===== src/rtl/alu_multicycle.sv =====
// alu_multicycle: registered, handshaked execute unit for the MIPS core.
// Single-cycle logic/arith/shift ops complete one edge after acceptance.
// MULTU (shift-add) and DIVU (restoring) iterate one bit per cycle and
// write HI/LO only when the last step finishes.
// Ports:
//   clk, rst_n            clock, synchronous active-low reset
//   in_valid / in_ready   operand handshake (a, b, alu_op, shamt)
//   out_valid / out_ready result handshake (result, zero, overflow)
//   hi, lo                HI/LO registers, written only by MULTU/DIVU
module alu_multicycle #(
  parameter  int WIDTH = 32,
  localparam int SHW   = $clog2(WIDTH)
) (
  input  logic             clk,
  input  logic             rst_n,
  input  logic             in_valid,
  output logic             in_ready,
  input  logic [WIDTH-1:0] a,
  input  logic [WIDTH-1:0] b,
  input  logic [3:0]       alu_op,
  input  logic [SHW-1:0]   shamt,
  output logic             out_valid,
  input  logic             out_ready,
  output logic [WIDTH-1:0] result,
  output logic             zero,
  output logic             overflow,
  output logic [WIDTH-1:0] hi,
  output logic [WIDTH-1:0] lo
);

  typedef enum logic [3:0] {
    OP_ADD = 4'd0, OP_SUB = 4'd1, OP_AND = 4'd2, OP_OR = 4'd3,
    OP_NOR = 4'd4, OP_SLT = 4'd5, OP_SLL = 4'd6, OP_SRL = 4'd7,
    OP_SRA = 4'd8, OP_SLTU = 4'd9, OP_XOR = 4'd10, OP_MULTU = 4'd11,
    OP_DIVU = 4'd12
  } op_e;

  typedef enum logic [1:0] {IDLE, MUL, DIV, DONE} state_e;

  state_e state, state_n;

  logic [WIDTH-1:0]   opd;      // multiplicand (MUL) or divisor (DIV)
  logic [2*WIDTH-1:0] acc;      // MUL: {partial, multiplier}; DIV: {rem, quotient}
  logic [SHW-1:0]     cnt;
  logic               last;
  logic               accept;

  logic [WIDTH-1:0]   alu_res, sum, dif;
  logic               alu_ovf;
  logic [WIDTH:0]     mul_sum, div_sh, div_trial;
  logic [2*WIDTH-1:0] mul_next, div_next;

  assign last   = (cnt == SHW'(WIDTH - 1));
  assign accept = in_valid && in_ready;

  // single-cycle ALU
  always_comb begin
    alu_res = '0;
    alu_ovf = 1'b0;
    sum     = a + b;
    dif     = a - b;
    case (alu_op)
      OP_ADD: begin
        alu_res = sum;
        alu_ovf = (a[WIDTH-1] == b[WIDTH-1]) && (sum[WIDTH-1] != a[WIDTH-1]);
      end
      OP_SUB: begin
        alu_res = dif;
        alu_ovf = (a[WIDTH-1] != b[WIDTH-1]) && (dif[WIDTH-1] != a[WIDTH-1]);
      end
      OP_AND:  alu_res = a & b;
      OP_OR:   alu_res = a | b;
      OP_NOR:  alu_res = ~(a | b);
      OP_SLT:  alu_res = WIDTH'($signed(a) < $signed(b));
      OP_SLL:  alu_res = b << shamt;
      OP_SRL:  alu_res = b >> shamt;
      OP_SRA:  alu_res = $unsigned($signed(b) >>> shamt);
      OP_SLTU: alu_res = WIDTH'(a < b);
      OP_XOR:  alu_res = a ^ b;
      default: alu_res = '0;
    endcase
  end

  // one iteration of shift-add multiply / restoring divide
  always_comb begin
    mul_sum   = {1'b0, acc[2*WIDTH-1:WIDTH]} + (acc[0] ? {1'b0, opd} : '0);
    mul_next  = {mul_sum, acc[WIDTH-1:1]};
    div_sh    = acc[2*WIDTH-1:WIDTH-1];
    div_trial = div_sh - {1'b0, opd};
    if (!div_trial[WIDTH])
      div_next = {div_trial[WIDTH-1:0], acc[WIDTH-2:0], 1'b1};
    else
      div_next = {div_sh[WIDTH-1:0], acc[WIDTH-2:0], 1'b0};
  end

  always_ff @(posedge clk) begin
    if (!rst_n) state <= IDLE;
    else        state <= state_n;
  end

  always_comb begin
    state_n   = state;
    in_ready  = 1'b0;
    out_valid = 1'b0;
    case (state)
      IDLE: in_ready = 1'b1;
      MUL:  if (last) state_n = DONE;
      DIV:  if (last) state_n = DONE;
      DONE: begin
        out_valid = 1'b1;
        in_ready  = out_ready;
        if (out_ready) state_n = IDLE;
      end
      default: state_n = IDLE;
    endcase
    if (accept) begin
      if (alu_op == OP_MULTU)                 state_n = MUL;
      else if (alu_op == OP_DIVU && b != '0)  state_n = DIV;
      else                                    state_n = DONE;
    end
  end

  always_ff @(posedge clk) begin
    if (!rst_n) begin
      result   <= '0;
      zero     <= 1'b0;
      overflow <= 1'b0;
      hi       <= '0;
      lo       <= '0;
      opd      <= '0;
      acc      <= '0;
      cnt      <= '0;
    end else if (accept) begin
      cnt <= '0;
      case (alu_op)
        OP_MULTU: begin
          opd <= a;
          acc <= {{WIDTH{1'b0}}, b};
        end
        OP_DIVU: begin
          if (b == '0) begin
            result   <= '1;
            zero     <= 1'b0;
            overflow <= 1'b0;
            lo       <= '1;
            hi       <= a;
          end else begin
            opd <= b;
            acc <= {{WIDTH{1'b0}}, a};
          end
        end
        default: begin
          result   <= alu_res;
          zero     <= (alu_res == '0);
          overflow <= alu_ovf;
        end
      endcase
    end else if (state == MUL || state == DIV) begin
      acc <= (state == MUL) ? mul_next : div_next;
      cnt <= cnt + 1'b1;
      if (last) begin
        hi       <= (state == MUL) ? mul_next[2*WIDTH-1:WIDTH] : div_next[2*WIDTH-1:WIDTH];
        lo       <= (state == MUL) ? mul_next[WIDTH-1:0] : div_next[WIDTH-1:0];
        result   <= (state == MUL) ? mul_next[WIDTH-1:0] : div_next[WIDTH-1:0];
        zero     <= ((state == MUL) ? mul_next[WIDTH-1:0] : div_next[WIDTH-1:0]) == '0;
        overflow <= 1'b0;
      end
    end
  end

endmodule


===== config.mk =====
export PLATFORM = sky130hd
export DESIGN_NAME = alu_multicycle
export DESIGN_NICKNAME = d
export VERILOG_FILES = /design/src/rtl/alu_multicycle.sv
export SDC_FILE = /design/constraint.sdc
export NUM_CORES = 1
export LEC_CHECK = 0
export ABC_AREA = 1
export BUFFER_PORTS_ARGS = -buffer_cell sky130_fd_sc_hd__buf_4
export CORE_MARGIN = 2
export CORE_UTILIZATION = 35
export DETAILED_ROUTE_END_ITERATION = 8
export GPL_ROUTABILITY_DRIVEN = 0
export SLEW_MARGIN = 10
export SYNTH_ARGS = -nofsm -noshare
export SYNTH_HDL_FRONTEND = slang
export SYNTH_SLANG_ARGS = --single-unit

===== constraint.sdc =====
create_clock -name clk -period 2.8 [get_ports clk]
set_input_delay 0.14 -clock clk [delete_from_list [all_inputs] [get_ports clk]]
set_output_delay 0.14 -clock clk [all_outputs]
set_load 0.02 [all_outputs]

Word-level counts from Yosys, hierarchy flattened
Cells that the tools add are included.
- output and inout port bits: 100
- bits in registers: 201
- latch bits: 0
- ROM bits: 0
- RAM bits: 0
- input bits: 77
- memories kept: 0
- equality and inequality tests: 29
- $add $sub $neg: 5
- shifts and indexed selects: 3
- reduce and logical (&&, ||, !) cells: 22
- muxes and demuxes: 42
- order comparisons: 2
- divide/modulo/power cells: 0
- bitwise logic cells: 5
- $mul: 0
- operator list (operator ; number):
    32-bit two-way mux ; 15
    32-bit one-hot mux with 11 select lines ; 1
    64-bit two-way mux ; 5
    32-bit one-hot mux with 2 select lines ; 2
    64-bit one-hot mux with 2 select lines ; 1
    32-bit zero test ; 3
    32-bit < comparator ; 2
    32-bit by 32-bit adder with 33-bit output ; 1
    33-bit by 32-bit subtractor with 33-bit output ; 1
    32-bit adder ; 1
    32-bit bitwise AND ; 1
    32-bit NOT ; 1
    32-bit OR ; 1
    32-bit nonzero test ; 1
    32-bit by 5-bit << shifter with 32-bit output ; 1
    32-bit by 5-bit right shift with 32-bit output ; 1
    32-bit by 5-bit >>> shifter with 32-bit output ; 1
    32-bit subtractor ; 1
    32-bit XOR ; 1
    4-bit equality test (second input constant) ; 5
    4-bit by 3-bit equality test with 1-bit output (second input constant) ; 4
    1-bit two-way mux ; 9
    3-bit AND reduction ; 3
    4-bit by 2-bit equality test with 1-bit output (second input constant) ; 2
    other kinds (24) ; 44

Longest topological paths before layout
Gate-level depths: netlist (run 1).
- word-level depth: 7
- mapped depth: 22
- mapped depth without buffers: 22

Worst setup path before layout (run 1)
Ideal clock, no wire load.
- path kind: register -> register
- from: register acc[0]
- to: register acc[57]
- period minus slack after synthesis: 2573 ps
- cell stages (with the launch flop): 20
- slack: 227 ps
- library setup time: 119 ps
- path buffers: 2
- arrival: 2454 ps
- cell sequence: dfxtp_1 clkbuf_1 clkbuf_1 nand2_1 inv_1 ha_1 a21oi_1 o21ai_0 nand2_1 nand3_1 a21oi_1 inv_1 a21oi_1 o21ai_0 nand2_1 nand3_1 nand2_1 inv_1 nand2_1 a21oi_1
- word-level cells in the longest chain between the ends: 5
- RTL lines (what ; line ; text):
    start, declared ; 43 ; logic [2*WIDTH-1:0] acc;
    start signal, assigned ; 138 ; acc <= {{WIDTH{1'b0}}, b};
    start signal, assigned ; 149 ; acc <= {{WIDTH{1'b0}}, a};
    start signal, assigned ; 159 ; acc <= (state == MUL) ? mul_next : div_next;
    32-bit two-way mux ; 86 ; mul_sum = {1'b0, acc[2*WIDTH-1:WIDTH]} + (acc[0] ? {1'b0, opd} : '0);
    32-bit by 32-bit adder with 33-bit output ; 86 ;
    64-bit two-way mux ; 159 ;
    64-bit two-way mux ; 158 ; end else if (state == MUL || state == DIV) begin
    64-bit two-way mux ; 133 ; end else if (accept) begin
Every way passes these cells. The select of a mux whose other input is x is not followed.
A chain may end at the register's enable or synchronous reset.

Worst setup path in the final report (run 1)
- from: register opd[0]
- to: register hi[0]
- word-level cells in the longest chain between the ends: 6
- RTL lines (what ; line ; text):
    start, declared ; 42 ; logic [WIDTH-1:0] opd;
    start signal, assigned ; 130 ; opd <= '0;
    start signal, assigned ; 137 ; opd <= a;
    start signal, assigned ; 148 ; opd <= b;
    33-bit by 32-bit subtractor with 33-bit output or 32-bit two-way mux (tied branches) ; 89, 86 ;
    64-bit two-way mux or 32-bit by 32-bit adder with 33-bit output (tied branches) ; 90, 86 ;
    32-bit two-way mux * ; 162 ; hi <= (state == MUL) ? mul_next[2*WIDTH-1:WIDTH] : div_next[2*WIDTH-1:WIDTH];
    32-bit two-way mux * ; 161 ; if (last) begin
    32-bit two-way mux * ; 158 ;
    32-bit two-way mux * ; 133 ;
    end signal, assigned ; 162 ;
    end, declared ; 27 ; output logic [WIDTH-1:0] hi,
Every way passes the cells marked *; elsewhere a longest branch is shown, timed or not. The select of a mux whose other input is x is not followed.

==> reports/results.ini, run 1 <==
[synth]
yosysMostFrequentCell = nand2_1
netlist_area_mm2 = 0.0239
synth-seq-cells = 201
netlist-cell-type-count = 57
synth_ff_type = dfxtp_1
synthTopCellsByCount = nand2_1, nand3_1, inv_1
syn-num-nets = 4474
synth_area_leader_cell = nand2_1
syn_inst = 4221
ys_seq_area_frac = 0.168
syn_area_per_cell_um2 = 5.66
synthTopCellsByArea = nand2_1, dfxtp_1, nand3_1, ha_1, inv_1
yosysTopAreaCellShare = 0.189
async_flop_share = 0
synth_edf_count = 0
synth-warning-count = 0

[sta]
fin_crit_sh = 0.975
fin_skew_ns = 0.0275
max_slew_margin = 0.341
max_freq_mhz = 366
finalCriticalPeriod_ns = 2.73
final-setup-viol-count = 0
drv_slew = 0
finalHoldViolCount = 0
rsz0062_at_grt = yes
worst_slack_ns = 0.0713
worst_pin_slew_ns = 0.985

[global_routing]
overflow = 0
grt_util_all_layers = 0.332
grt_max_degree = 96
antenna_found_initial = 7
grt_first_pass_wirelength_um = 178000
grt_pass1_vias = 28709

[cells_and_area]
utilization = 0.449
drive_gt1_frac = 0.180
area_growth_pct = 26.7
fillers = 7230
final_area_mm2 = 0.0303
nNetsFinal = 4893
stdcell_count = 5534

[placement]
place_inst = 5460
pre_cts_slack_ns = -0.223
dpl_cell_area_mm2 = 0.0285
hpwl_um = 98900
numPortBuffers = 176

[clock_network]
clock_sinks = 201
cts_tree = built
clock_path_buffers = 3
clock_tree.root_cell = clkbuf_16
cts.clk_slew.worst_paths_ns = 0.07
clk_latency_ns = 0.57
cts-buffers-inserted = 23
htree_levels = 1

[floorplanning]
dieWidth_um = 265
core.rowCount = 95
io_pins = 177
core_area_mm2 = 0.0674
die_y_um = 265
dieArea_mm2 = 0.0704
start_util = 0.355

[setup_path]
max_stage_delay_ns = 0.37
critPathBufInv = 2
end_kind = flop
crit_chain = ha_2 > inv_2 > fa_2 > nand3_2 > nand2_2 > nand2_2 > nand2_2 > inv_2 > o21ai_4 > nand3_2 > nand2_4 > nand2_4 > nand2_2 > nand2_4 > nand2_4 > or2_1 > nand3_1 > nand3_1 > a21oi_1
crit_family = simple AND/OR/NAND/NOR gates
critPathLaunchType = flop
worst-setup-path-type = flop to flop
crit_path_top_delay_cell = fa_2
critPathArrivalTime_ns = 3.23
crit_required_ns = 3.31
critPathMaxFanout = 14

[detailed_routing]
wl_per_cell_um = 22.3
vias = 31811
drt_iter0_markers = 4630
wirelength_um = 123000
ant_nets = 0
drc_errors = 0
drtPass1Iterations = 6
vias_per_cell = 5.75

[power_and_ir_drop]
vdd_drop_max_v = 0.000491
power.leakage_nw = 15.2
p_per_area_mw_per_mm2 = 772

[run_status]
status = completed

[flow_run]
maxCapViolCount = 0

[min_path]
hold_path.class = primary input to flop

[report_power, final]
part | switching (mW) | total, mW | internal, mW | leakage (nW)
Sequential | 0.449 | 3.86 | 3.41 | 1.64
Clock | 1.42 | 3.25 | 1.83 | 0.403
Combinational | 10.6 | 16.3 | 5.65 | 13.1
[final timing paths]
check                                start          to  slack (ns)  cells after the start
worst max-delay path                opd[0]       hi[0]        0.07                     19
worst min-delay path                  a[6]      opd[6]        0.02                      4
worst max register to register      opd[0]       hi[0]        0.07                     19
worst min register to register  result[28]  result[28]        0.47                      2
[stage by stage]
step / power (mW) / setup TNS (ns) / hold slack, ns
2_1_floorplan: 12.5 / 0 / 0.301
3_3_place_gp: 18.3 / -1.06 / 0.453
3_5_place_dp: 18.3 / -1.89 / 0.464
4_1_cts: 21.7 / -0.0394 / 0.00731
5_1_grt: 24.6 / -0.931 / 0.0334
6_report: 23.4 / 0 / 0.0248
[state kept, by name (all words and copies together), names as in the netlist]
register	cells
acc	64
cnt	5
hi	32
lo	32
opd	32
overflow	1
result	32
state	2
zero	1
[layout by cell type, fill, tap and decap left out, types with 10 or more instances in the layout]
master         instances
o22ai_1               13
a21oi_1              279
a31oi_1               67
or2_2                 11
nor2_1               303
ha_1                 152
buf_12                19
o21ai_0              314
a211oi_1              25
nand2_4               10
o211ai_1              20
nand3_2               15
buf_4                565
nand2_1             1176
dfxtp_1              197
nand4_1               57
a21oi_2               35
o21bai_1              21
xnor2_1               16
xor2_1                22
a211oi_2              11
o21ai_1               30
clkbuf_16             25
nand3_1              503
inv_2                 20
nand2_2               28
dlygate4sd3_1         12
inv_1                482
nor4_1                16
ha_4                  13
nor3_1                33
a221oi_1              30
nor2_2                25
[repair_timing]
| action | CTS | global route |
|---|---|---|
| buffers inserted | 0 | 12 |
| cloned | 0 | 4 |
| pin swaps | 1 | 34 |
| hold buffers | 12 | 0 |
| resized for setup | 11 | 160 |
| endpoints found under the hold margin | 15 | 0 |
| endpoints found under the setup margin | 38 | 92 |
[worst min-delay path, stage by stage]
cell and delay (ns):
buf_4 0.11, buf_4 0.16, nand2_1 0.07, a31oi_1 0.07
[cells by family after synthesis]
kind of cell,after synthesis,synth area share
simple gates,2212,0.393
compound gates,878,0.207
fa+ha+maj,176,0.0934
flops,201,0.168
xor+xnor,38,0.0139
mux,1,0.000419
buf+inv,715,0.124
[final cells by class]
| type | instances | area (um^2) | share of cell area |
|---|---|---|---|
| inverter | 506 | 1900 | 0.0628 |
| timing repair buffer | 601 | 4830 | 0.160 |
| multi-input combinational | 3307 | 17600 | 0.582 |
| tap | 873 | 1090 | 0.0361 |
| clock inverter | 15 | 169 | 0.00558 |
| clock buffer | 27 | 631 | 0.0208 |
| sequential | 201 | 4030 | 0.133 |
| antenna | 4 | 10.0 | 0.000331 |
[layer usage]
| metal | global-route usage | wire [um] | share of wire |
|---|---|---|---|
| met2 | 0.491 | 50500 | 0.41 |
| met3 | 0.0758 | 15700 | 0.13 |
| met1 | 0.448 | 49200 | 0.40 |
| met4 | 0.169 | 7820 | 0.064 |
| met5 | 0 | 41 | 0.00033 |
Power figures use the tool's default switching activity.
==> run 2: changes to the inputs <==
--- a/config.mk
+++ b/config.mk
@@ -7,10 +7,14 @@
 export LEC_CHECK = 0
 export ABC_AREA = 1
 export BUFFER_PORTS_ARGS = -buffer_cell sky130_fd_sc_hd__buf_4
+export CELL_PAD_IN_SITES_DETAIL_PLACEMENT = 0
+export CELL_PAD_IN_SITES_GLOBAL_PLACEMENT = 1
 export CORE_MARGIN = 2
 export CORE_UTILIZATION = 35
 export DETAILED_ROUTE_END_ITERATION = 8
 export GPL_ROUTABILITY_DRIVEN = 0
+export GPL_TIMING_DRIVEN = 0
+export PLACE_DENSITY_LB_ADDON = 0.1
 export SLEW_MARGIN = 10
 export SYNTH_ARGS = -nofsm -noshare
 export SYNTH_HDL_FRONTEND = slang
==> reports/results.ini, run 2 (synthesis gave the netlist of run 1 again) <==
[global_routing]
grt_pass1_vias = 30189  ; +5.2%
grt_first_pass_wirelength_um = 208000  ; +17%
antenna_found_initial = 27  ; +20
grt_util_all_layers = 0.406  ; +0.0745
overflow = 0  ; unchanged
grt_max_degree = 13  ; -86%

[clock_network]
htree_levels = 1  ; unchanged
clk_latency_ns = 0.55  ; -0.02 ns
clock_tree.root_cell = clkbuf_16
clock_sinks = 201  ; unchanged
clock_path_buffers = 3  ; unchanged
cts-buffers-inserted = 24  ; +4.3%
cts.clk_slew.worst_paths_ns = 0.06  ; about the same
cts_tree = built

[detailed_routing]
wirelength_um = 149000  ; +21%
ant_nets = 0  ; unchanged
drc_errors = 0  ; unchanged
wl_per_cell_um = 27.5  ; +24%
drtPass1Iterations = 6  ; unchanged
vias_per_cell = 5.91  ; +2.8%
vias = 32064  ; +0.80%
drt_iter0_markers = 4025  ; -13%

[cells_and_area]
final_area_mm2 = 0.0297  ; -1.8%
top_register = acc
area_growth_pct = 24.4
drive_gt1_frac = 0.158  ; -0.0219
final_common_cell = nand2_1
fillers = 7567  ; +4.7%
nNetsFinal = 4786  ; -2.2%
final_cell_mix = nand2_1, nand3_1, inv_1, o21ai_0, nor2_1
largest_reg_flops = 64  ; unchanged
stdcell_count = 5427  ; -1.9%

[setup_path]
critPathMaxFanout = 7  ; -7
critical_path.startpoint = b[24]
endpoint = zero
critPathLaunchType = primary input
worst-r2r-cell-count = 11  ; -8
worst-setup-path-type = primary input to flop
r2r-end = zero
r2r_start = state[1]
crit_required_ns = 3.28  ; -0.03 ns
reg2reg_slack_ns = -0.09  ; -0.16 ns
critPathArrivalTime_ns = 3.40  ; +0.17 ns
end_kind = flop

[sta]
holdWs_ns = 0.0245  ; -0.000358 ns
finalCriticalPeriod_ns = 2.92  ; +0.192 ns
max_freq_mhz = 342  ; -6.6%
worst_pin_slew_ns = 1.02  ; +0.0324 ns
drv_slew = 0  ; unchanged
final-setup-viol-count = 1  ; +1
worst_slack_ns = -0.121  ; -0.192 ns
finalHoldViolCount = 0  ; unchanged
rsz0062_at_grt = yes
fin_skew_ns = 0.0162  ; -0.0113 ns
finalSetupTns_ns = -0.121  ; -0.121 ns
max_slew_margin = 0.319  ; -0.0214
fin_crit_sh = 1.04  ; +0.0686

[floorplanning]
core.rowCount = 95  ; unchanged
io_pins = 177  ; unchanged
core_area_mm2 = 0.0674  ; unchanged
start_util = 0.355  ; unchanged
dieArea_mm2 = 0.0704  ; unchanged
die_y_um = 265  ; unchanged
dieWidth_um = 265  ; unchanged

[placement]
place_inst = 5267  ; -3.5%
pre_cts_slack_ns = -1.12  ; -0.894 ns
numPortBuffers = 173  ; -1.7%
dpl_cell_area_mm2 = 0.0263  ; -7.8%
hpwl_um = 116000  ; +17%

[flow_run]
maxCapViolCount = 0  ; unchanged

[power_and_ir_drop]
internal_power_mw = 11.1  ; +1.9%
seqPwrFrac = 0.163  ; -0.002
pwr-share-clk = 0.139  ; about the same
p_per_area_mw_per_mm2 = 826  ; +7.0%
vdd_drop_max_v = 0.000479  ; -2.5%
p_switching_mw = 13.5  ; +7.8%
p_comb_frac = 0.698  ; +0.002
netSwitchingFraction = 0.548  ; +0.0140
power.leakage_nw = 14.4  ; -5.2%

[run_status]
violations = negative setup slack
status = complete, but fails checks

[min_path]
hold_path.class = primary input to flop

[run 2: cell count changes in the layout (fill, tap and decap cells not counted), moves of 17 or more]
cell and change:
buf_12 -17, buf_6 +18, nand3_1 -20, clkbuf_1 +75, nor2_1 -19, dlygate4sd3_1 +51, buf_4 -340, buf_2 +71
[run 2: area by class of cell]
class | instances | area [um^2] | area share
Timing Repair Buffer | 288 | 2430 | 0.0819
Buffer | 206 | 1140 | 0.0384
Multi-Input combinational cell | 3306 | 18200 | 0.613
Clock buffer | 34 | 708 | 0.0238
Clock inverter | 9 | 139 | 0.00467
Tap cell | 873 | 1090 | 0.0368
Sequential cell | 201 | 4050 | 0.136
Antenna cell | 4 | 10.0 | 0.000337
Inverter | 506 | 1930 | 0.0650
[run 2: worst min-delay path by stage]
| stage | from | to | slack, ns | cells after the start |
|---|---|---|---|---|
| after global routing | a[2] | opd[2] | 0.004 | 3 |
| after CTS | a[2] | opd[2] | 0.0003 | 3 |
| after floorplan | a[26] | opd[26] | 0.30 | 2 |
| after global placement | result[17] | result[17] | 0.46 | 2 |
| final | a[2] | opd[2] | 0.02 | 3 |
| after detailed placement | result[17] | result[17] | 0.46 | 2 |
[run 2: per-layer routing]
layer	track usage	routed length (um)	vias to the layer above
met3	0.101	15100	619
met5	0	155	-
met1	0.471	55200	14834
met4	0.310	13800	22
met2	0.645	64900	1917
li1	-	-	14672
[run 2: per-stage QoR]
| stage | total power [mW] | util |
|---|---|---|
| 2_1_floorplan | 12.5 | - |
| 6_report | 24.6 | 0.441 |
| 3_3_place_gp | 17.7 | 0.390 |
| 3_5_place_dp | 17.6 | 0.390 |
| 4_1_cts | 22.5 | 0.424 |
| 5_1_grt | 25.6 | 0.441 |
[run 2: critical path, stage by stage]
cell and delay [ns]:
buf_4 0.19, inv_1 0.15, ha_1 0.49, inv_1 0.39, nand2_1 0.13, nor2_1 0.28, nand2_1 0.12, nor2_1 0.24
nor2_1 0.09, nand2_1 0.07, nand2_1 0.05, nand3_1 0.13, nand2_1 0.06, nor2_1 0.25, nand4_1 0.13, nor2_1 0.11
nand2_1 0.17, a21oi_1 0.17
[run 2: timing repair]
action,4_1_cts,5_1_grt
pin swaps,30,58
buffers inserted,20,26
setup endpoints to repair,97,104
resized for setup,158,256
hold endpoints to repair,33,1
gates cloned,4,3
hold buffers,62,1
[run 2: power by group through the flow]
stage	sequential, mW	clock, mW	combinational [mW]
global placement	3.96	0	13.7
global route	4.04	3.52	18.0
finish	4.02	3.41	17.1
detailed placement	3.96	0	13.6
floorplan	3.94	0	8.59
CTS	3.95	3.41	15.2
